$ cat config.mk
export PLATFORM = sky130hd
export DESIGN_NAME = keypad_emulator_flat
export DESIGN_NICKNAME = d
export VERILOG_FILES = /design/src/rtl/keypad_emulator_if.sv /design/src/rtl/keypad_emulator.sv /design/src/flat_wrapper.sv
export SDC_FILE = /design/constraint.sdc
export NUM_CORES = 1
export LEC_CHECK = 0
export CORE_MARGIN = 1
export CORE_UTILIZATION = 59
export DETAILED_ROUTE_END_ITERATION = 7
export HOLD_SLACK_MARGIN = 0.03
export MAX_ROUTING_LAYER = met4
export PLACE_DENSITY = 0.93
export SLEW_MARGIN = 25
export SYNTH_ARGS = -nofsm -noshare
export SYNTH_HDL_FRONTEND = slang
export SYNTH_SLANG_ARGS = --single-unit
$ cat constraint.sdc
create_clock -name clock -period 4.5 [get_ports clock]
set_input_delay 0.45 -clock clock [delete_from_list [all_inputs] [get_ports clock]]
set_output_delay 0.45 -clock clock [all_outputs]
set_load 0.01 [all_outputs]
$ cat src/rtl/keypad_emulator_if.sv
// keypad_emulator_if: press-request handshake plus keypad matrix lines between the sequencer/scanner and the emulator.
interface keypad_emulator_if #(
    parameter int HOLD_WIDTH = 24
);
    logic                  req_valid;
    logic                  req_ready;
    logic [3:0]            req_key;
    logic [HOLD_WIDTH-1:0] req_hold;
    logic [3:0]            col;
    logic [3:0]            row;
    logic                  contact;
    logic                  busy;
    logic                  done;

    modport master (
        output req_valid, req_key, req_hold, col,
        input  req_ready, row, contact, busy, done
    );

    modport slave (
        input  req_valid, req_key, req_hold, col,
        output req_ready, row, contact, busy, done
    );
endinterface

$ cat src/rtl/keypad_emulator.sv
// keypad_emulator: single-key 4x4 matrix keypad responder with contact bounce on press and release.
// Optional KEYEMU_RANDOM_BOUNCE_EN gates each bounce toggle with an 8-bit LFSR bit.
module keypad_emulator #(
    parameter int HOLD_WIDTH     = 24,
    parameter int BOUNCE_PERIOD  = 50000,
    parameter int BOUNCE_TOGGLES = 6,
    parameter int GAP_CYCLES     = 100000
) (
    input logic               clock,
    input logic               reset,
    keypad_emulator_if.slave  kp
);
    localparam logic [2:0] IDLE       = 3'd0;
    localparam logic [2:0] BOUNCE_IN  = 3'd1;
    localparam logic [2:0] HOLD       = 3'd2;
    localparam logic [2:0] BOUNCE_OUT = 3'd3;
    localparam logic [2:0] GAP        = 3'd4;

    localparam int PW = BOUNCE_PERIOD > 1 ? $clog2(BOUNCE_PERIOD) : 1;
    localparam int TW = $clog2(BOUNCE_TOGGLES + 1);
    localparam int GW = GAP_CYCLES > 1 ? $clog2(GAP_CYCLES) : 1;
    localparam logic [PW-1:0] PER_LAST = PW'(BOUNCE_PERIOD - 1);
    localparam logic [TW-1:0] TOG_LAST = TW'(BOUNCE_TOGGLES - 1);
    localparam logic [GW-1:0] GAP_LAST = GW'(GAP_CYCLES - 1);

    logic [2:0]            state_q, state_d;
    logic [3:0]            key_q, key_d;
    logic [HOLD_WIDTH-1:0] hold_q, hold_d;
    logic [PW-1:0]         per_q, per_d;
    logic [TW-1:0]         tog_q, tog_d;
    logic [GW-1:0]         gap_q, gap_d;
    logic                  contact_q, contact_d;
    logic                  done_q, done_d;
    logic [3:0]            row_q, row_d;
    logic                  xfer, bouncing, per_tc, tog_en, tog_hit, tog_end;

`ifdef KEYEMU_RANDOM_BOUNCE_EN
    logic [7:0] lfsr_q;

    always_ff @(posedge clock) begin
        if (reset) lfsr_q <= 8'hA5;
        else       lfsr_q <= {lfsr_q[6:0], lfsr_q[7] ^ lfsr_q[5] ^ lfsr_q[4] ^ lfsr_q[3]};
    end

    assign tog_en = lfsr_q[0];
`else
    assign tog_en = 1'b1;
`endif

    assign xfer     = kp.req_valid && kp.req_ready;
    assign bouncing = state_q == BOUNCE_IN || state_q == BOUNCE_OUT;
    assign per_tc   = per_q == PER_LAST;
    assign tog_hit  = bouncing && per_tc && tog_en;
    // the last toggle is replaced by the forced settled contact level
    assign tog_end  = tog_hit && tog_q == TOG_LAST;

    always_comb begin
        state_d   = state_q;
        key_d     = key_q;
        hold_d    = hold_q;
        contact_d = contact_q;
        done_d    = 1'b0;
        per_d     = bouncing && !per_tc ? per_q + 1'b1 : '0;
        tog_d     = bouncing ? (tog_hit ? (tog_end ? '0 : tog_q + 1'b1) : tog_q) : '0;
        gap_d     = state_q == GAP && gap_q != GAP_LAST ? gap_q + 1'b1 : '0;
        case (state_q)
            IDLE: if (xfer) begin
                state_d   = BOUNCE_IN;
                key_d     = kp.req_key;
                hold_d    = kp.req_hold == '0 ? HOLD_WIDTH'(1) : kp.req_hold;
                contact_d = 1'b0;
            end
            BOUNCE_IN: begin
                state_d   = tog_end ? HOLD : state_q;
                contact_d = tog_end ? 1'b1 : contact_q ^ tog_hit;
            end
            HOLD: begin
                state_d = hold_q <= HOLD_WIDTH'(1) ? BOUNCE_OUT : state_q;
                hold_d  = hold_q <= HOLD_WIDTH'(1) ? '0 : hold_q - 1'b1;
            end
            BOUNCE_OUT: begin
                state_d   = tog_end ? GAP : state_q;
                contact_d = tog_end ? 1'b0 : contact_q ^ tog_hit;
            end
            GAP: begin
                state_d = gap_q == GAP_LAST ? IDLE : state_q;
                done_d  = gap_q == GAP_LAST;
            end
            default: state_d = IDLE;
        endcase
        row_d = contact_q && !kp.col[key_q[1:0]] ? ~(4'b0001 << key_q[3:2]) : 4'hF;
    end

    always_ff @(posedge clock) begin
        if (reset) begin
            state_q   <= IDLE;
            key_q     <= '0;
            hold_q    <= '0;
            per_q     <= '0;
            tog_q     <= '0;
            gap_q     <= '0;
            contact_q <= 1'b0;
            done_q    <= 1'b0;
            row_q     <= 4'hF;
        end else begin
            state_q   <= state_d;
            key_q     <= key_d;
            hold_q    <= hold_d;
            per_q     <= per_d;
            tog_q     <= tog_d;
            gap_q     <= gap_d;
            contact_q <= contact_d;
            done_q    <= done_d;
            row_q     <= row_d;
        end
    end

    assign kp.req_ready = state_q == IDLE && !reset;
    assign kp.busy      = state_q != IDLE;
    assign kp.contact   = contact_q;
    assign kp.done      = done_q;
    assign kp.row       = row_q;
endmodule

$ cat src/flat_wrapper.sv
// flat-port wrapper written by rule: the top's interface ports become plain ports
module keypad_emulator_flat 
#(
    parameter int HOLD_WIDTH     = 24,
    parameter int BOUNCE_PERIOD  = 50000,
    parameter int BOUNCE_TOGGLES = 6,
    parameter int GAP_CYCLES     = 100000
)
  (clock, reset, kp_req_valid, kp_req_key, kp_req_hold, kp_col, kp_req_ready, kp_row, kp_contact, kp_busy, kp_done);
  keypad_emulator_if #(.HOLD_WIDTH(HOLD_WIDTH)) kp_i ();
  input logic clock;
  input logic reset;
  input wire logic [$bits(kp_i.req_valid)-1:0] kp_req_valid;
  input wire logic [$bits(kp_i.req_key)-1:0] kp_req_key;
  input wire logic [$bits(kp_i.req_hold)-1:0] kp_req_hold;
  input wire logic [$bits(kp_i.col)-1:0] kp_col;
  output wire logic [$bits(kp_i.req_ready)-1:0] kp_req_ready;
  output wire logic [$bits(kp_i.row)-1:0] kp_row;
  output wire logic [$bits(kp_i.contact)-1:0] kp_contact;
  output wire logic [$bits(kp_i.busy)-1:0] kp_busy;
  output wire logic [$bits(kp_i.done)-1:0] kp_done;
  assign kp_i.req_valid = kp_req_valid;
  assign kp_i.req_key = kp_req_key;
  assign kp_i.req_hold = kp_req_hold;
  assign kp_i.col = kp_col;
  assign kp_req_ready = kp_i.req_ready;
  assign kp_row = kp_i.row;
  assign kp_contact = kp_i.contact;
  assign kp_busy = kp_i.busy;
  assign kp_done = kp_i.done;
  keypad_emulator #(.HOLD_WIDTH(HOLD_WIDTH), .BOUNCE_PERIOD(BOUNCE_PERIOD), .BOUNCE_TOGGLES(BOUNCE_TOGGLES), .GAP_CYCLES(GAP_CYCLES)) u_core (.clock(clock), .reset(reset), .kp(kp_i));
endmodule
==> flow_metrics.env, run 1 <==
export IMPL_clockBufferDepth=2
export IMPL_hold_path_depth=1
export IMPL_hold_viol=0
export IMPL_hpwl_um=6473
export IMPL_insertion_delay_ns=0.36
export IMPL_rr_endpoint="u_core.hold_q[21]$_SDFFE_PP0P_"
export IMPL_rrSetupSlack_ns=1.91
export IMPL_grt_first_pass_wirelength_um=14970
export IMPL_syn_instance_count=460
export IMPL_p_switching_uw=401.9
export IMPL_netlist_area_um2=3784
export IMPL_power_frac_comb_pct=14.1
export IMPL_drv_slew=0
export IMPL_post_route_period_util_pct=57.85
export IMPL_muxShareOfSynthArea_pct=3.208
export IMPL_synth_common_cells="dfxtp_1 (73), nor2_1 (58), nand2_1 (36)"
export IMPL_required_ns=4.74
export IMPL_layout_min_cycle_time_ns=2.603
export IMPL_power_uw=1433
export IMPL_pwr_share_seq_pct=47.7
export IMPL_rows=28
export IMPL_grt_max_degree=24
export IMPL_overflow=0
export IMPL_cts_setup_buffers=0
export IMPL_synth_top_family_by_area="simple AND/OR/NAND/NOR gates"
export IMPL_layout_cells_non_filler=574
export IMPL_power_density_nw_per_um2=322.6
export IMPL_final_cell_area_um2=4442
export IMPL_synth_top_area_cell="dfxtp_1"
export IMPL_drc_errors=0
export IMPL_synth_xor_area_share_pct=7.639
export IMPL_p_int_uw=1031
export IMPL_synth_top_area_share_pct=38.62
export IMPL_die_w_um=82.08
export IMPL_ys_ff_latch=73
export IMPL_syn_num_nets=501
export IMPL_port_buffers=42
export IMPL_cts_resized_gates=0
export IMPL_syn_to_final_growth_pct=17.39
export IMPL_criticalPathCategory="in2reg"
export IMPL_pwr_share_clk_pct=38.1
export IMPL_coreArea_um2=6061
export IMPL_utilization_pct=73.29
export IMPL_min_to="u_core.kp.row[3]$_SDFF_PP1_"
export IMPL_finalSetupViolations=0
export IMPL_clock_skew_ns=0.01403
export IMPL_synth_edff_count=0
export IMPL_die_h_um=82.08
export IMPL_clk_pin_slew_worst_paths_ns=0.08
export IMPL_synthAdderAreaFrac_pct=1.984
export IMPL_avgRoutedWirePerCell_um=16.25
export IMPL_tns_ns=0
export IMPL_r2r_start="u_core.state_q[1]$_SDFFE_PP0P_"
export IMPL_yosysUniqueCellTypes=56
export IMPL_wirelength_um=9325
export IMPL_cp_slowest_cell="and2_0"
export IMPL_netSwitchingFraction_pct=28.05
export IMPL_rsz0062_at_grt="false"
export IMPL_hp_start="u_core.key_q[2]$_SDFFE_PP0P_"
export IMPL_htree_levels=3
export IMPL_drt_iter0_markers=439
export IMPL_ys_warn_count=0
export IMPL_critPathLaunchType="input pin"
export IMPL_leakagePower_uw=0.001532
export IMPL_crit_path_max_incr_delay_ns=0.79
export IMPL_r2r_cells=5
export IMPL_dp_cells=558
export IMPL_cap_violations=0
export IMPL_gp_congestion=0.9853
export IMPL_grt_antenna_before_repair=0
export IMPL_fmax_mhz=384.1
export IMPL_relSlewSlack_pct=38.50
export IMPL_ctsHoldBuffers=0
export IMPL_synth_area_leaders="dfxtp_1 (39%), nor2_1 (5.8%), xnor2_1 (4.2%), nor3_1 (3.8%), nand2_1 (3.6%)"
export IMPL_worstPathCellList="clkdlybuf4s50_1, buf_4, nor4_2, and2_0, mux2_2, a22oi_1, nor2_1"
export IMPL_status="completed"
export IMPL_cp_max_fo=23
export IMPL_end_kind="flop"
export IMPL_placedInstanceArea_um2=4230
export IMPL_synth_simple_area_share_pct=31.05
export IMPL_cp_data_arrival_time_ns=2.85
export IMPL_synth_flop_cell="dfxtp_1"
export IMPL_via_per_inst=6.274
export IMPL_die_area_um2=6737
export IMPL_cts_tree="yes"
export IMPL_drive_gt1_share_pct=7.615
export IMPL_dr_total_vias=3601
export IMPL_root_buffer="clkbuf_8"
export IMPL_synth_compound_area_share_pct=14.02
export IMPL_grt_pass1_vias=3415
export IMPL_synth_most_common_cell="dfxtp_1"
export IMPL_ys_async_sr_fraction_pct=0
export IMPL_syn_area_per_cell_um2=8.225
export IMPL_min_path_type="reg2reg"
export IMPL_initial_utilization_pct=62.43
export IMPL_cts_buffers=9
export IMPL_ant_nets=0
export IMPL_peakVddDrop_mv=0.2334
export IMPL_nFillCells=456
export IMPL_grt_use_total_pct=29.92
export IMPL_yosysSeqAreaShare_pct=38.62
export IMPL_clock_sinks=73
export IMPL_dr_pass1_iters=5
export IMPL_tightest_slew_ns=0.9220
export IMPL_antenna_cells=0
export IMPL_fin_nets=535
export IMPL_pin_count=43
## area by class of cell
class / count / area (um2) / area share [%]
Clock inverter: 6 / 73.82 / 1.662
Sequential cell: 73 / 1461 / 32.90
Clock buffer: 10 / 137.6 / 3.099
Multi-Input combinational cell: 353 / 2191 / 49.32
Inverter: 13 / 48.80 / 1.099
Timing Repair Buffer: 44 / 435.4 / 9.803
Tap cell: 75 / 93.84 / 2.113
## worst max path at each step
stage | from | end | slack, ns | depth (start not counted)
2_1_floorplan | u_core.state_q[2]$_SDFFE_PP0P_ | u_core.hold_q[12]$_SDFFE_PP0P_ | 2.47 | 7
3_3_place_gp | reset | u_core.hold_q[9]$_SDFFE_PP0P_ | 1.71 | 7
3_5_place_dp | reset | u_core.hold_q[9]$_SDFFE_PP0P_ | 1.60 | 7
4_1_cts | reset | u_core.hold_q[9]$_SDFFE_PP0P_ | 1.96 | 7
5_1_grt | u_core.state_q[1]$_SDFFE_PP0P_ | u_core.hold_q[21]$_SDFFE_PP0P_ | 1.68 | 5
6_report | reset | u_core.hold_q[9]$_SDFFE_PP0P_ | 1.90 | 7
## per-stage QoR
stage	hold slack (ns)	worst slack, ns
3_3_place_gp	0.4041	1.706
4_1_cts	0.4432	1.964
3_5_place_dp	0.4182	1.599
6_report	0.4434	1.897
5_1_grt	0.4600	1.681
2_1_floorplan	0.3872	2.471
## state kept, by name (all words and copies together), names as in the netlist
name / flops
u_core.hold_q: 24
u_core.gap_q: 17
u_core.per_q: 16
u_core.key_q: 4
u_core.kp.row: 4
u_core.state_q: 3
u_core.tog_q: 3
u_core.kp.contact: 1
u_core.kp.done: 1
## routing by layer
layer  routed length, um  up-vias  share of wire [%]  global-route usage (%)
li1                    -     1728                  -                       -
met1                4016     1674                 43                   35.38
met2                4407      167                 47                   48.18
met3                 635       32                6.8                   5.444
met4                 265        0                2.8                   15.79
met5                   0        -                  0                       -
## cells in the final DEF (no fill, tap or decap), types with 7 or more instances in the layout
cell type        instances
xnor2_1                 18
a21oi_1                 21
xor2_1                  15
nand4_1                 11
o21ai_0                 19
clkbuf_8                10
nor3_1                  29
nand2_1                 36
o21a_1                  15
nor2_1                  58
nand3_1                 23
dfxtp_1                 73
mux2_2                   7
clkdlybuf4s50_1         42
inv_1                   13
nor4_1                  16
## cell families (layout without fill, tap and decap cells)
kind of cell             Yosys count  after routing
multiplexers                      10             10
XOR/XNOR                          33             33
adder cells (fa/ha/maj)            6              6
AO/OA/AOI/OAI                     82             82
AND/OR/NAND/NOR                  222            222
buffers and inverters             34             73
flip-flops                        73             73
## critical path: cells and delay by family
family                 cells  cell delay [ns]
AOI/OAI and AO/OA          1             0.20
and+or+nand+nor            3             1.13
muxes                      1             0.43
buffers and inverters      2             0.64
## power by group through the flow
stage | Sequential, uW | Combinational (uW) | Clock, uW
after floorplan | 692 | 132 | 0
after global placement | 697 | 188 | 0
after detailed placement | 698 | 195 | 0
after CTS | 683 | 197 | 553
after global routing | 686 | 219 | 577
final | 684 | 202 | 546
Note: power is estimated with default switching activity, not from simulation.
==> run 2, diff against run 1 <==
CORE_UTILIZATION = 51   (was 59)
PLACE_DENSITY = 0.86   (was 0.93)
clock period = 2.23 ns   (was 4.5 ns; I/O delays follow)
==> run 2 against run 1 <==
Compared with the run above: total power increased by 110%; non-clock buffer count up 31; clock skew down 0.0049 ns; core utilization down 7.7 points; cell count grew 9.6%; sequential power rose by 100%; flip-flop and latch count is the same; via count rose by 2.2%; global-route usage decreased by 2.6 points; hold slack lost 0.032 ns; die area is 15% higher; critical endpoint is now u_core.hold_q[17]$_SDFFE_PP0P_.
==> flow_metrics.env, run 2 (synthesized netlist as in run 1, its figures left out) <==
export IMPL_status="completed"
export IMPL_relSlewSlack_pct=59.88
export IMPL_largest_register="u_core.hold_q"
export IMPL_critPathLaunchType="flop"
export IMPL_via_per_inst=5.852
export IMPL_tns_ns=0
export IMPL_antenna_cells=0
export IMPL_hold_path_depth=3
export IMPL_worstPathCellList="or4_1, or4_4, nor3_1, a21boi_1, o221a_1"
export IMPL_gp_congestion=0.9103
export IMPL_final_common_cell="dfxtp_1"
export IMPL_timing_hold_ws_ns=0.4118
export IMPL_clk_pin_slew_worst_paths_ns=0.08
export IMPL_grt_max_degree=23
export IMPL_clock_skew_ns=0.009112
export IMPL_grt_pass1_vias=3421
export IMPL_cts_buffers=9
export IMPL_rsz0062_at_grt="false"
export IMPL_cts_setup_buffers=0
export IMPL_die_h_um=88.13
export IMPL_finalSetupViolations=0
export IMPL_post_route_period_util_pct=95.41
export IMPL_required_ns=2.47
export IMPL_grt_antenna_before_repair=0
export IMPL_syn_to_final_growth_pct=24.97
export IMPL_fin_nets=566
export IMPL_layout_common_cells="dfxtp_1 (73), nor2_1 (58), clkdlybuf4s50_1 (42)"
export IMPL_cp_data_arrival_time_ns=2.36
export IMPL_cp_max_fo=7
export IMPL_pin_count=43
export IMPL_layout_min_cycle_time_ns=2.128
export IMPL_end_kind="flop"
export IMPL_utilization_pct=65.54
export IMPL_initial_utilization_pct=52.45
export IMPL_drv_slew=0
export IMPL_tightest_slew_ns=0.5963
export IMPL_rows=31
export IMPL_ant_nets=0
export IMPL_fmax_mhz=470.0
export IMPL_ctsHoldBuffers=0
export IMPL_top_regs="u_core.hold_q: 24 flops, u_core.gap_q: 17 flops, u_core.per_q: 16 flops"
export IMPL_cp_slowest_cell="or4_1"
export IMPL_drive_gt1_share_pct=13.02
export IMPL_leakagePower_uw=0.001691
export IMPL_hpwl_um=6686
export IMPL_criticalPathCategory="reg2reg"
export IMPL_min_path_type="in2reg"
export IMPL_insertion_delay_ns=0.35
export IMPL_coreArea_um2=7214
export IMPL_die_w_um=88.13
export IMPL_dr_total_vias=3681
export IMPL_die_area_um2=7767
export IMPL_hold_viol=0
export IMPL_dr_pass1_iters=5
export IMPL_htree_levels=3
export IMPL_cap_violations=0
export IMPL_avgRoutedWirePerCell_um=15.21
export IMPL_overflow=0
export IMPL_root_buffer="clkbuf_8"
export IMPL_wirelength_um=9564
export IMPL_power_density_nw_per_um2=638.6
export IMPL_r2r_cells=5
export IMPL_clockBufferDepth=2
export IMPL_drc_errors=0
export IMPL_grt_first_pass_wirelength_um=15860
export IMPL_crit_path_max_incr_delay_ns=0.59
export IMPL_clock_sinks=73
export IMPL_peakVddDrop_mv=0.4165
export IMPL_port_buffers=42
export IMPL_grt_use_total_pct=27.36
export IMPL_largest_reg_flops=24
export IMPL_cts_tree="yes"
export IMPL_drt_iter0_markers=218
run 2: changes by cell type in the layout (fill, tap and decap cells not counted):
cell,delta
inv_6,-2
a2111oi_0,-1
a2111oi_1,+1
clkbuf_1,+2
clkinv_4,-2
nor4_2,+1
buf_4,+31
a31oi_1,-1
clkinvlp_4,+1
nor4_1,-1
bufinv_16,+1
a31oi_2,+1
run 2: per-stage QoR:
| step | worst slack (ns) | instances | total power, uW | cell area, um2 |
|---|---|---|---|---|
| floorplan | 0.2008 | 460 | 1663 | 3784 |
| global placement | 0.1948 | 613 | 1854 | 4493 |
| detailed placement | 0.1233 | 613 | 1866 | 4493 |
| CTS | 0.09705 | 629 | 3017 | 4715 |
| global route | 0.0006721 | 629 | 3139 | 4728 |
| finish | 0.1023 | 629 | 3020 | 4728 |
run 2: power breakdown:
group          internal [uW]  leakage [uW]  switching [uW]
Sequential              1340      0.000592            32.4
Clock                    664      0.000107             498
Combinational            231      0.000992             257
Total                   2230       0.00169             788
run 2: final cells by class:
| type | count | area [um2] |
|---|---|---|
| fillers | 583 | 2486 |
| multi-input cells | 353 | 2205 |
| flip-flops and latches | 73 | 1461 |
| repair buffers | 75 | 668.1 |
| clock buffers | 12 | 145.1 |
| well taps | 99 | 123.9 |
| clock inverters | 4 | 76.32 |
| inverters | 13 | 48.80 |
run 2: final timing paths:
kind	end	slack (ns)	from
min reg2reg	u_core.kp.row[2]$_SDFF_PP1_	0.43	u_core.key_q[3]$_SDFFE_PP0P_
min	u_core.key_q[3]$_SDFFE_PP0P_	0.41	kp_req_key[3]
max	u_core.hold_q[17]$_SDFFE_PP0P_	0.10	u_core.hold_q[9]$_SDFFE_PP0P_
max reg2reg	u_core.hold_q[17]$_SDFFE_PP0P_	0.10	u_core.hold_q[9]$_SDFFE_PP0P_
run 2: repair_timing:
item	in CTS	in global routing
endpoints found under the setup margin	0	3
hold endpoints to repair	0	0
gates resized for setup	0	3
run 2: per-layer routing:
metal  vias to the layer above  global-route usage [%]  wire (um)
li1                       1786                       -          -
met1                      1730                   35.29       4284
met2                       137                   41.23       4355
met3                        28                   4.901        628
met4                         0                   13.49        297
met5                         -                       -          0
run 2: critical path, delay by kind of cell (launching register included):
kind,cells,cell delay (ns)
DFF,1,0.37
and+or+nand+nor,3,1.30
AOI/OAI and AO/OA,2,0.35
